$ cat src/rtl/if_fetch_unit.sv
// Instruction fetch unit: owns the PC, issues busywait-handshaked word reads and queues {pc, instr} pairs for IF/ID.
// Optional macro IF_BUBBLE_NOP_EN: present addi x0,x0,0 instead of zero on IF_INSTRUCTION while no entry is valid.
`timescale 1ns/1ps

module if_fetch_unit #(
    parameter logic [31:0] RESET_PC = 32'h0000_0000,
    parameter int unsigned DEPTH    = 2
) (
    input  logic        CLK,
    input  logic        RESET,
    input  logic        STALL,
    input  logic        BRANCH_TAKEN,
    input  logic [31:0] BRANCH_TARGET,
    output logic [31:0] IMEM_ADDR,
    output logic        IMEM_READ,
    input  logic [31:0] IMEM_READDATA,
    input  logic        IMEM_BUSYWAIT,
    output logic [31:0] IF_PC,
    output logic [31:0] IF_INSTRUCTION,
    output logic        IF_VALID
);

`ifdef IF_BUBBLE_NOP_EN
    localparam logic [31:0] BUBBLE_INSTR = 32'h0000_0013;
`else
    localparam logic [31:0] BUBBLE_INSTR = 32'h0000_0000;
`endif

    localparam int unsigned    PW   = (DEPTH > 1) ? $clog2(DEPTH) : 1;
    localparam int unsigned    CW   = PW + 1;
    localparam logic [CW-1:0] FULL = CW'(DEPTH);

    typedef enum logic {
        ST_FETCH,
        ST_DRAIN
    } state_e;

    state_e          state_q, state_d;
    logic [31:0]     pc_q, pc_d;
    logic [31:0]     drain_addr_q, drain_addr_d;
    logic [PW-1:0]   rd_ptr_q, rd_ptr_d;
    logic [PW-1:0]   wr_ptr_q, wr_ptr_d;
    logic [CW-1:0]   count_q, count_d;
    logic [31:0]     fifo_pc_q    [DEPTH];
    logic [31:0]     fifo_instr_q [DEPTH];

    logic            complete;
    logic            req_stuck;
    logic            push;
    logic            pop;

    always_ff @(posedge CLK or negedge RESET) begin
        if (!RESET) begin
            state_q <= ST_FETCH;
        end else begin
            state_q <= state_d;
        end
    end

    // A redirect that lands on a still-busy request must let that request finish before refetching.
    always_comb begin
        state_d = state_q;
        unique case (state_q)
            ST_FETCH: if (BRANCH_TAKEN && req_stuck) state_d = ST_DRAIN;
            ST_DRAIN: if (!IMEM_BUSYWAIT)            state_d = ST_FETCH;
            default:  state_d = ST_FETCH;
        endcase
    end

    always_comb begin
        IMEM_READ = 1'b0;
        IMEM_ADDR = pc_q;
        unique case (state_q)
            ST_FETCH: begin
                IMEM_READ = (count_q < FULL);
                IMEM_ADDR = pc_q;
            end
            ST_DRAIN: begin
                IMEM_READ = 1'b1;
                IMEM_ADDR = drain_addr_q;
            end
            default: begin
                IMEM_READ = 1'b0;
                IMEM_ADDR = pc_q;
            end
        endcase
    end

    assign complete  = IMEM_READ && !IMEM_BUSYWAIT;
    assign req_stuck = IMEM_READ && IMEM_BUSYWAIT;
    assign push      = !BRANCH_TAKEN && (state_q == ST_FETCH) && complete;
    assign pop       = !BRANCH_TAKEN && IF_VALID && !STALL;

    always_comb begin
        pc_d         = pc_q;
        drain_addr_d = drain_addr_q;
        rd_ptr_d     = rd_ptr_q;
        wr_ptr_d     = wr_ptr_q;
        count_d      = count_q;
        if (BRANCH_TAKEN) begin
            pc_d     = BRANCH_TARGET & 32'hFFFF_FFFC;
            rd_ptr_d = '0;
            wr_ptr_d = '0;
            count_d  = '0;
            if ((state_q == ST_FETCH) && req_stuck) begin
                drain_addr_d = pc_q;
            end
        end else begin
            if (push) begin
                pc_d     = pc_q + 32'd4;
                wr_ptr_d = wr_ptr_q + 1'b1;
            end
            if (pop) begin
                rd_ptr_d = rd_ptr_q + 1'b1;
            end
            if (push && !pop) begin
                count_d = count_q + 1'b1;
            end else if (pop && !push) begin
                count_d = count_q - 1'b1;
            end
        end
    end

    always_ff @(posedge CLK or negedge RESET) begin
        if (!RESET) begin
            pc_q         <= RESET_PC;
            drain_addr_q <= '0;
            rd_ptr_q     <= '0;
            wr_ptr_q     <= '0;
            count_q      <= '0;
        end else begin
            pc_q         <= pc_d;
            drain_addr_q <= drain_addr_d;
            rd_ptr_q     <= rd_ptr_d;
            wr_ptr_q     <= wr_ptr_d;
            count_q      <= count_d;
        end
    end

    always_ff @(posedge CLK or negedge RESET) begin
        if (!RESET) begin
            for (int unsigned i = 0; i < DEPTH; i++) begin
                fifo_pc_q[i]    <= '0;
                fifo_instr_q[i] <= '0;
            end
        end else if (push) begin
            fifo_pc_q[wr_ptr_q]    <= pc_q;
            fifo_instr_q[wr_ptr_q] <= IMEM_READDATA;
        end
    end

    assign IF_VALID       = (count_q != '0);
    assign IF_PC          = IF_VALID ? fifo_pc_q[rd_ptr_q]    : '0;
    assign IF_INSTRUCTION = IF_VALID ? fifo_instr_q[rd_ptr_q] : BUBBLE_INSTR;

endmodule

$ cat config.mk
export PLATFORM = sky130hd
export DESIGN_NAME = if_fetch_unit
export DESIGN_NICKNAME = d
export VERILOG_FILES = /design/src/rtl/if_fetch_unit.sv
export SDC_FILE = /design/constraint.sdc
export NUM_CORES = 1
export LEC_CHECK = 0
export CAP_MARGIN = 20
export CORE_MARGIN = 2
export CORE_UTILIZATION = 59
export CTS_BUF_LIST = sky130_fd_sc_hd__clkbuf_2 sky130_fd_sc_hd__clkbuf_4 sky130_fd_sc_hd__clkbuf_8
export DETAILED_ROUTE_END_ITERATION = 16
export GPL_TIMING_DRIVEN = 0
export PLACE_DENSITY = 0.92
export SLEW_MARGIN = 20
export SYNTH_ARGS = -nofsm -noshare
export SYNTH_HDL_FRONTEND = slang
export SYNTH_SLANG_ARGS = --single-unit
$ cat constraint.sdc
create_clock -name CLK -period 3.2 [get_ports CLK]
set_input_delay 0.32 -clock CLK [delete_from_list [all_inputs] [get_ports CLK]]
set_output_delay 0.32 -clock CLK [all_outputs]
set_load 0.03 [all_outputs]
==> Yosys cells after proc, flatten, opt, wreduce, memory -nomap -nowiden <==
Index checks and enable logic that the tools add are counted.
{ "classes": {"add_sub_neg": 5, "magnitude_cmp": 4, "mux": 26, "bitwise": 3, "reduce_logical": 21} }
{ "op_table": {"columns": ["operator", "n"], "rows": [
  ["$mux 32", 11],
  ["$bwmux 64", 2],
  ["$pmux 32 s2", 1],
  ["$add 32x3->32 const B", 1],
  ["$demux 32 s1", 1],
  ["$logic_and 1x1->1", 11],
  ["$mux 1", 6],
  ["$mux 2", 3],
  ["$reduce_bool 2->1", 3],
  ["$logic_not 1->1", 5],
  ["$ge 2x2->1 const B", 2],
  ["$not 1->2", 2],
  ["$pmux 1 s2", 2],
  ["$reduce_bool 3->1", 1],
  ["$add 1x1->1 const B", 2],
  ["$add 2x1->2 const B", 1],
  ["$lt 2x1->1 const B", 1],
  ["$lt 2x2->1 const B", 1],
  ["$reduce_and 2->1", 1],
  ["$sub 2x1->2 const B", 1],
  ["$not 1->1", 1]
]} }
{ "totals": {"regBits": 197, "output_inout_bits": 98, "elab_cells": 69} }

==> Depth between registers and ports, before layout <==
Gate-level depths: netlist of the first run.
{ "depth": {"ltp_word": 9, "mapped_depth": 7} }

==> Least setup slack after synthesis of the first run <==
Ideal clock, no wire load.
{ "synth_timing": {"path_type": "register -> register", "startpoint": "register count_q[1]", "endpoint": "register pc_q[26]", "setup_time_ps": 82, "t_arrival_ps": 1972, "t_required_ps": 3118, "slack_ps": 1147, "stages_incl_launch_ff": 8, "path_buffers": 3, "path_cell_list": "dfrtp_1 -> buf_6 -> or3_4 -> buf_6 -> or2_4 -> buf_6 -> or4_1 -> a31oi_1"} }
{ "synth_between": {"elab_chain_cells": 5} }
{ "synth_lines": {"columns": ["item", "line", "source"], "rows": [
  ["start, declared", "43", "logic [CW-1:0] count_q, count_d;"],
  ["start signal, assigned", "136", "count_q <= count_d;"],
  ["$lt 2x2->1", "75", "IMEM_READ = (count_q < FULL);"],
  ["$pmux 1 s2", "73", "unique case (state_q)"],
  ["$logic_and 1x1->1", "89", "assign complete = IMEM_READ && !IMEM_BUSYWAIT;"],
  ["$logic_and 1x1->1", "91", "assign push = !BRANCH_TAKEN && (state_q == ST_FETCH) && complete;"],
  ["$reduce_bool 2->1 (no source line)", null, null],
  ["end signal, assigned", "132", "pc_q <= pc_d;"],
  ["end, declared", "39", "logic [31:0] pc_q, pc_d;"]
]} }
No other way between the ends.
A chain may end at the register's enable or synchronous reset.

==> Worst setup path after layout of the first run <==
{ "layout_timing": {"startpoint": "register rd_ptr_q", "endpoint": "output port IF_PC[17]"} }
{ "layout_between": {"elab_chain_cells": 5} }
{ "layout_lines": {"columns": ["item", "line", "source"], "rows": [
  ["start, declared", "41", "logic [PW-1:0] rd_ptr_q, rd_ptr_d;"],
  ["start signal, assigned", "134", "rd_ptr_q <= rd_ptr_d;"],
  ["$not 1->2 (implied by the code)", "153", "assign IF_PC = IF_VALID ? fifo_pc_q[rd_ptr_q] : '0;"],
  ["$mux 32 (implied by the code) (3 in series)", "153", null],
  ["$mux 32", "153", null],
  ["end, declared", "18", "output logic [31:0] IF_PC,"]
]} }
No other way between the ends. The select of a mux whose other input is x is not followed.

==> qor.csv, run 1 <==
stage,metric,value,unit
clock_network,cts_tree,yes,
clock_network,clock-sinks,189,
min_path,holdCritPathClass,input port to register,
sta,timing.final.ws_setup,0.141,ns
yosys,syn-instance-count,754,
worst_setup_path,start_kind,register,
floorplan,die_h,128,um
cells_and_area,n_fill_cell,1003,
yosys,ys_types,47,
clock_network,cts_root_buf,clkbuf_8,
placed_design,numPlacedInstances,1105,
worst_setup_path,crit_buf_inv,3,
worst_setup_path,cpMaxStageDelayCell,clkdlybuf4s50_1,
cells_and_area,finalNetCount,1007,
placed_design,place_area,0.0110,mm2
yosys,yosys_warnings,0,
worst_setup_path,r2r_slack,0.59,ns
grt,grt_usage,27.7,%
sta,relSlewSlack,49.1,%
pwr,peakVddDrop,0.397,mV
floorplan,std_cell_rows,45,
sta,final-setup-viol-count,0,
route,first_iter_violations,512,
worst_setup_path,cp_max_fo,10,
placed_design,gp_congestion,0.957,
sta,hold_violations,0,
sta,worst_slew_pin_slew,0.753,ns
route,postRouteAntennaNets,0,
yosys,yosysSeqAreaShare,52.0,%
worst_setup_path,reg2reg_from,state_q$_DFF_PN0_,
yosys,netlist_area,0.00909,mm2
cells_and_area,areaGrowthSynthToFinish,25.4,%
floorplan,start_util,60.0,%
pwr,power.density,625,mW/mm2
yosys,synth-main-ff-cell,dfrtp_1,
yosys,synth-seq-cells,189,
placed_design,dp_worst_setup_slack,0.364,ns
worst_setup_path,crit_arrival,2.74,ns
floorplan,pin_count,167,
floorplan,die_width,128,um
min_path,hold_path_startpoint,BRANCH_TAKEN,
worst_setup_path,cp_data_required_time,2.88,ns
yosys,synth_edf_count,0,
clock_network,path_clk_slew,0.09,ns
floorplan,core_area,0.0151,mm2
yosys,ys_async_sr_fraction,100,%
sta,layout_min_cycle_time,3.06,ns
grt,gr-total-overflow,0,
clock_network,cts_made_buffers,17,
cells_and_area,drive_gt1_share,27.3,%
grt,grt_max_degree,100,
clock_network,cts_max_path_buffers,2,
route,vias_per_cell,5.89,
cells_and_area,final_design_area_no_fill,0.0114,mm2
yosys,synth_area_per_cell,12.1,um2
route,vias,6703,
sta,max_freq,0.327,GHz
worst_setup_path,critical_path_class,register to output port,
grt,grt_pass1_vias,6863,
pwr,p_leak,0.00457,uW
status,status,"finished, final reports clean",
clock_network,clkLatencyLatePin,0.47,ns
placed_design,port_buffers,159,
sta,grt_setup_unrepaired,false,
clock_network,postCtsSetupBuffers,0,
worst_setup_path,cp_top_family,buffers and inverters,
sta,fin_worst_skew,0.0128,ns
route,drcViolationCount,0,
cells_and_area,antenna_cells,0,
sta,period_share,95.6,%
worst_setup_path,slowest_delay,0.70,ns
clock_network,htreeDepth,4,
floorplan,dieArea,0.0164,mm2
cells_and_area,fin_cells,1138,
worst_setup_path,end_kind,output port,
worst_setup_path,crit_start,rd_ptr_q$_DFFE_PN0P_,
grt,grt_pass1_wl,35200,um
run,cap_violations,0,
grt,antenna_found_initial,0,
sta,slew_violations,0,
route,first_pass_iters,5,
worst_setup_path,crit_chain,"clkbuf_1, clkbuf_2, mux2i_1, nor2_1, clkdlybuf4s50_1",
route,wl_per_cell,19.0,um
sta,fin_setup_tns,0,ns
route,wl,21700,um
placed_design,place_hpwl,15500,um
[cell families after synthesis]
kind of cell    Yosys count  share of synthesized area (%)
compound gates           56                           3.88
other cells               1                         0.0413
buf+inv                  71                           3.72
fa+ha+maj                 1                          0.138
xor+xnor                 14                           1.35
flops                   189                           52.0
mux                     243                           29.2
simple gates            179                           9.61
[area by class of cell]
cell class	instances	area (um2)	share of cell area, %
well taps	188	235	2.06
clock inverters	13	153	1.34
clock buffers	19	262	2.29
inverters	4	15.0	0.132
plain buffers	67	337	2.95
flip-flops and latches	189	4730	41.5
repair buffers	161	1630	14.3
multi-input cells	497	4030	35.4
[path summary, 6_finish.rpt]
path | endpoint | depth (start not counted)
setup reg to reg | fifo_instr_q[14]$_DFFE_PN0P_ | 6
hold reg to reg | fifo_pc_q[15]$_DFFE_PN0P_ | 2
setup / recovery | IF_PC[17] | 5
hold / removal | pc_q[2]$_DFFE_PN0P_ | 2
max in group asynchronous | pc_q[11]$_DFFE_PN0P_ | 3
min in group asynchronous | drain_addr_q[26]$_DFFE_PN0P_ | 2
[placed cells by master, fill, tap and decap left out, types with 15 or more instances in the layout]
master           count
dfrtp_1            189
o21ai_0             20
nand2_1             29
mux2_2             180
clkbuf_8            19
buf_2               18
a31oi_1             15
clkbuf_1            23
nor2_1              82
mux2i_1             63
clkdlybuf4s50_1    158
[routing by layer]
metal,GRT usage (%),vias to the layer above,share of wire [%],wire [um]
met3,4.59,42,5.4,1170
met5,0,-,0,0
met2,44.4,254,49,10500
met4,11.2,0,2.4,522
met1,38.1,3361,43,9410
li1,-,3046,-,-
[synth_stat cells (2+ instances only)]
| master | n | area share (%) |
|---|---|---|
| a21oi_1 | 2 | 0.11 |
| a31oi_1 | 15 | 1.0 |
| and4_1 | 5 | 0.48 |
| buf_1 | 6 | 0.25 |
| buf_2 | 18 | 0.99 |
| buf_4 | 4 | 0.33 |
| buf_6 | 3 | 0.37 |
| clkbuf_1 | 32 | 1.3 |
| clkbuf_2 | 2 | 0.11 |
| dfrtp_1 | 189 | 52 |
| inv_1 | 3 | 0.12 |
| mux2_2 | 180 | 22 |
| mux2i_1 | 63 | 6.9 |
| nand2_1 | 29 | 1.2 |
| nand3_1 | 13 | 0.72 |
| nand4_1 | 12 | 0.83 |
| nor2_1 | 82 | 3.4 |
| nor3_1 | 5 | 0.28 |
| nor4_1 | 5 | 0.34 |
| o21ai_0 | 20 | 1.1 |
| o31a_1 | 2 | 0.19 |
| o31ai_1 | 11 | 0.91 |
| o41ai_1 | 2 | 0.19 |
| or3_1 | 4 | 0.28 |
| or4_1 | 13 | 1.1 |
| xnor2_1 | 9 | 0.87 |
| xor2_1 | 5 | 0.48 |
[registers in the layout (all words and copies together) (netlist names)]
name,cells
count_q,2
drain_addr_q,30
fifo_instr_q,64
fifo_pc_q,60
pc_q,30
rd_ptr_q,1
state_q,1
wr_ptr_q,1
[stage by stage]
step	hold WS, ns	utilization, %	total power [uW]
after floorplan	0.0244	-	4750
after global placement	0.462	72.2	5390
after detailed placement	0.369	72.4	5530
after CTS	0.358	75.2	7150
after global routing	0.381	75.3	7500
final	0.374	75.3	7120
[worst register-to-register path, delay by kind of cell (launching register included)]
family / cells / cell delay, ns
flip-flops: 1 / 0.39
buffers and inverters: 3 / 0.99
multiplexers: 1 / 0.36
AND/OR/NAND/NOR: 2 / 0.77
[what timing repair did]
action / in CTS / in global routing
resized for setup: 6 / 8
endpoints found under the hold margin: 90 / 0
cloned: 0 / 0
hold buffers: 1 / 0
pin swaps: 0 / 0
endpoints found under the setup margin: 49 / 30
[where the power goes]
part | internal, uW | switching, uW | total [uW]
Sequential | 3050 | 374 | 3430
Clock | 753 | 883 | 1640
Combinational | 1070 | 994 | 2060
Total | 4870 | 2250 | 7120
No activity file was read; power rests on OpenSTA's default activity.
==> run 2: changes to the inputs <==
--- a/config.mk
+++ b/config.mk
@@ -5,13 +5,14 @@
 export SDC_FILE = /design/constraint.sdc
 export NUM_CORES = 1
 export LEC_CHECK = 0
+export ABC_AREA = 1
 export CAP_MARGIN = 20
 export CORE_MARGIN = 2
 export CORE_UTILIZATION = 59
 export CTS_BUF_LIST = sky130_fd_sc_hd__clkbuf_2 sky130_fd_sc_hd__clkbuf_4 sky130_fd_sc_hd__clkbuf_8
 export DETAILED_ROUTE_END_ITERATION = 16
 export GPL_TIMING_DRIVEN = 0
-export PLACE_DENSITY = 0.92
+export PLACE_DENSITY = 0.91
 export SLEW_MARGIN = 20
 export SYNTH_ARGS = -nofsm -noshare
 export SYNTH_HDL_FRONTEND = slang
==> run 2 against run 1 <==
  * Cell count grew 41%
  * Non-clock buffer count grew 5
  * Sequential power grew 14%
  * Worst hold slack lost 0.23 ns
  * Total power grew 40%
  * Synthesized cell count grew 58%
  * Global-route usage grew 4.4 points
  * Synthesized area grew 1.4%
  * Count of clock-buffer cells in the layout grew 2
  * Via count grew 33%
  * Design area grew 1.5%
  * Utilization grew 0.58 points
==> qor.csv, run 2 <==
stage,metric,value,unit,change
yosys,yosys_warnings,0,,unchanged
route,vias_per_cell,5.59,,-5.1%
grt,use_met1,42.7,%,+4.6 points
cells_and_area,finalNetCount,1446,,+44%
sta,period_share,93.2,%,-2.4 points
worst_setup_path,crit_chain,"buf_2, buf_1, nand2_1, a21oi_1, clkdlybuf4s50_1",,
cells_and_area,areaGrowthSynthToFinish,25.6,%,
route,wl,26000,um,+20%
cells_and_area,layout.cells.most_common_list,"nand2_1 (442), dfrtp_1 (189), clkdlybuf4s50_1 (158)",,
grt,grt_max_degree,75,,-25%
pwr,p_leak,0.00530,uW,+16%
yosys,synth_top_area_share,51.3,%,-0.71 points
grt,use_met2,51.8,%,+7.4 points
floorplan,die_h,129,um,+0.66%
floorplan,die_width,129,um,+0.66%
yosys,synth_top_area_cell,dfrtp_1,,
yosys,yosysSeqAreaShare,51.3,%,-0.71 points
status,status,"finished, final reports clean",,
sta,max_freq,0.335,GHz,+2.6%
clock_network,cts_root_buf,clkbuf_8,,
cells_and_area,largest-register,fifo_instr_q,,
grt,gr-total-overflow,0,,unchanged
grt,grt_usage,32.1,%,+4.4 points
clock_network,cts_made_buffers,17,,unchanged
floorplan,pin_count,167,,unchanged
sta,worst_slew_pin_slew,0.576,ns,-0.177 ns
route,first_pass_iters,7,,+2
yosys,synth.top_cells.by_count,"nand2_1 (442), dfrtp_1 (189), o21ai_1 (108)",,
yosys,synth_area_per_cell,7.73,um2,-36%
worst_setup_path,cpMaxStageDelayCell,clkdlybuf4s50_1,,
cells_and_area,antenna_cells,0,,unchanged
floorplan,dieArea,0.0166,mm2,+1.3%
worst_setup_path,critical_path_class,register to output port,,
sta,timing.final.ws_setup,0.218,ns,+0.0770 ns
cells_and_area,final_common_cell,nand2_1,,
grt,grt_pass1_vias,8523,,+24%
sta,slew_violations,0,,unchanged
cells_and_area,largest_register_ffs,64,,unchanged
yosys,synth-seq-cells,189,,unchanged
cells_and_area,utilization,75.8,%,+0.58 points
clock_network,cts_max_path_buffers,2,,unchanged
route,postRouteAntennaNets,0,,unchanged
yosys,syn-instance-count,1192,,+58%
sta,grt_setup_unrepaired,false,,
yosys,ys_types,33,,-30%
sta,layout_min_cycle_time,2.98,ns,-0.0770 ns
worst_setup_path,cp_max_fo,10,,unchanged
route,drcViolationCount,0,,unchanged
worst_setup_path,cp_data_required_time,2.88,ns,about the same
yosys,netlist_area,0.00922,mm2,+1.4%
clock_network,cts_tree,yes,,
floorplan,start_util,60.4,%,+0.38 points
worst_setup_path,slowest_delay,0.74,ns,+0.04 ns
placed_design,place_hpwl,18800,um,+22%
placed_design,gp_congestion,0.954,,-0.30%
run,cap_violations,0,,unchanged
sta,relSlewSlack,61.6,%,+13 points
sta,holdWs,0.146,ns,-0.228 ns
clock_network,postCtsSetupBuffers,0,,unchanged
clock_network,clock-sinks,189,,unchanged
clock_network,clkLatencyLatePin,0.48,ns,about the same
placed_design,dp_worst_setup_slack,0.773,ns,+0.408 ns
pwr,power.density,862,mW/mm2,+38%
placed_design,port_buffers,159,,unchanged
yosys,ys_top_cells_by_area,"dfrtp_1 (51%), nand2_1 (18%), o21ai_1 (5.9%), o21ai_0 (5.4%), inv_1 (3.6%)",,
yosys,synth.most_common_cell,nand2_1,,
worst_setup_path,end_kind,output port,,
floorplan,std_cell_rows,45,,unchanged
cells_and_area,drive_gt1_share,6.41,%,-21 points
pwr,peakVddDrop,0.381,mV,-4.0%
grt,grt_pass1_wl,41400,um,+18%
grt,use_met3,6.65,%,+2.1 points
route,first_iter_violations,944,,+84%
sta,hold_violations,0,,unchanged
yosys,ys_async_sr_fraction,100,%,unchanged
clock_network,htreeDepth,4,,unchanged
cells_and_area,n_fill_cell,1116,,+11%
cells_and_area,top_regs,"fifo_instr_q: 64 flops, fifo_pc_q: 60 flops",,
yosys,synth-main-ff-cell,dfrtp_1,,
floorplan,core_area,0.0153,mm2,+0.74%
grt,antenna_found_initial,0,,unchanged
worst_setup_path,start_kind,register,,
route,vias,8937,,+33%
yosys,synth_edf_count,0,,unchanged
grt,grt_busiest_layer,met2,,
sta,fin_worst_skew,0.00690,ns,-0.00594 ns
worst_setup_path,crit_arrival,2.66,ns,-0.08 ns
min_path,holdCritPathClass,input port to register,,
route,wl_per_cell,16.2,um,-15%
sta,final-setup-viol-count,0,,unchanged
clock_network,path_clk_slew,0.09,ns,about the same
==> run 2: critical path, delay by kind of cell (launching register included) <==
family	cells	cell delay, ns
flops	1	0.38
buf+inv	3	1.37
simple gates	1	0.12
compound gates	1	0.31
==> run 2: kinds of logic (layout without fill, tap and decap cells) <==
group | after synthesis | count (layout) | share of synthesized area, %
compound gates | 289 | 289 | 16.2
xor+xnor | 5 | 5 | 0.475
fa+ha+maj | 1 | 1 | 0.136
buf+inv | 163 | 356 | 8.20
flops | 189 | 189 | 51.3
other cells | 1 | 4 | 0.0407
simple gates | 544 | 544 | 23.6
==> run 2: through the flow <==
| step | cell area, um2 | TNS [ns] | cells | power (uW) |
|---|---|---|---|---|
| floorplan | 9230 | 0 | 1195 | 6540 |
| global placement | 11100 | -1079.72 | 1565 | 8080 |
| detailed placement | 11100 | 0 | 1567 | 8280 |
| CTS | 11600 | 0 | 1599 | 9950 |
| global route | 11600 | 0 | 1599 | 10600 |
| finish | 11600 | 0 | 1599 | 9980 |
==> run 2: path summary, 6_finish.rpt <==
kind,to,depth (start not counted),slack [ns],start
setup / recovery,IF_PC[18],5,0.22,rd_ptr_q$_DFFE_PN0P_
max in group asynchronous,pc_q[16]$_DFFE_PN0P_,3,2.19,RESET
hold / removal,state_q$_DFF_PN0_,3,0.15,BRANCH_TAKEN
hold reg to reg,fifo_pc_q[63]$_DFFE_PN0P_,2,0.49,fifo_pc_q[63]$_DFFE_PN0P_
min in group asynchronous,fifo_instr_q[23]$_DFFE_PN0P_,2,0.32,RESET
setup reg to reg,fifo_pc_q[8]$_DFFE_PN0P_,6,1.55,count_q[1]$_DFFE_PN0P_
==> run 2: routing by layer <==
layer | vias up | routed length, um
met2 | 458 | 12300
met1 | 4248 | 10800
met4 | 0 | 739
met5 | - | 0
li1 | 4165 | -
met3 | 66 | 2130
==> run 2: layout make-up <==
type	count	area, um2	area share, %
sequential	189	4730	40.9
multi-input combinational	843	3740	32.3
timing repair buffer	162	1660	14.4
buffer	71	408	3.52
inverter	92	348	3.01
clock buffer	21	283	2.44
tap	211	264	2.28
clock inverter	10	138	1.19
==> run 2: power by group <==
part	switching [uW]	leakage (uW)	internal, uW
combinational	2720	0.00272	1660
sequential	578	0.00237	3330
clock	844	0.000211	839
total	4140	0.00530	5840
==> run 2: timing repair <==
action,CTS,global route
hold buffers,1,0
hold endpoints to repair,44,0
resized for setup,0,0
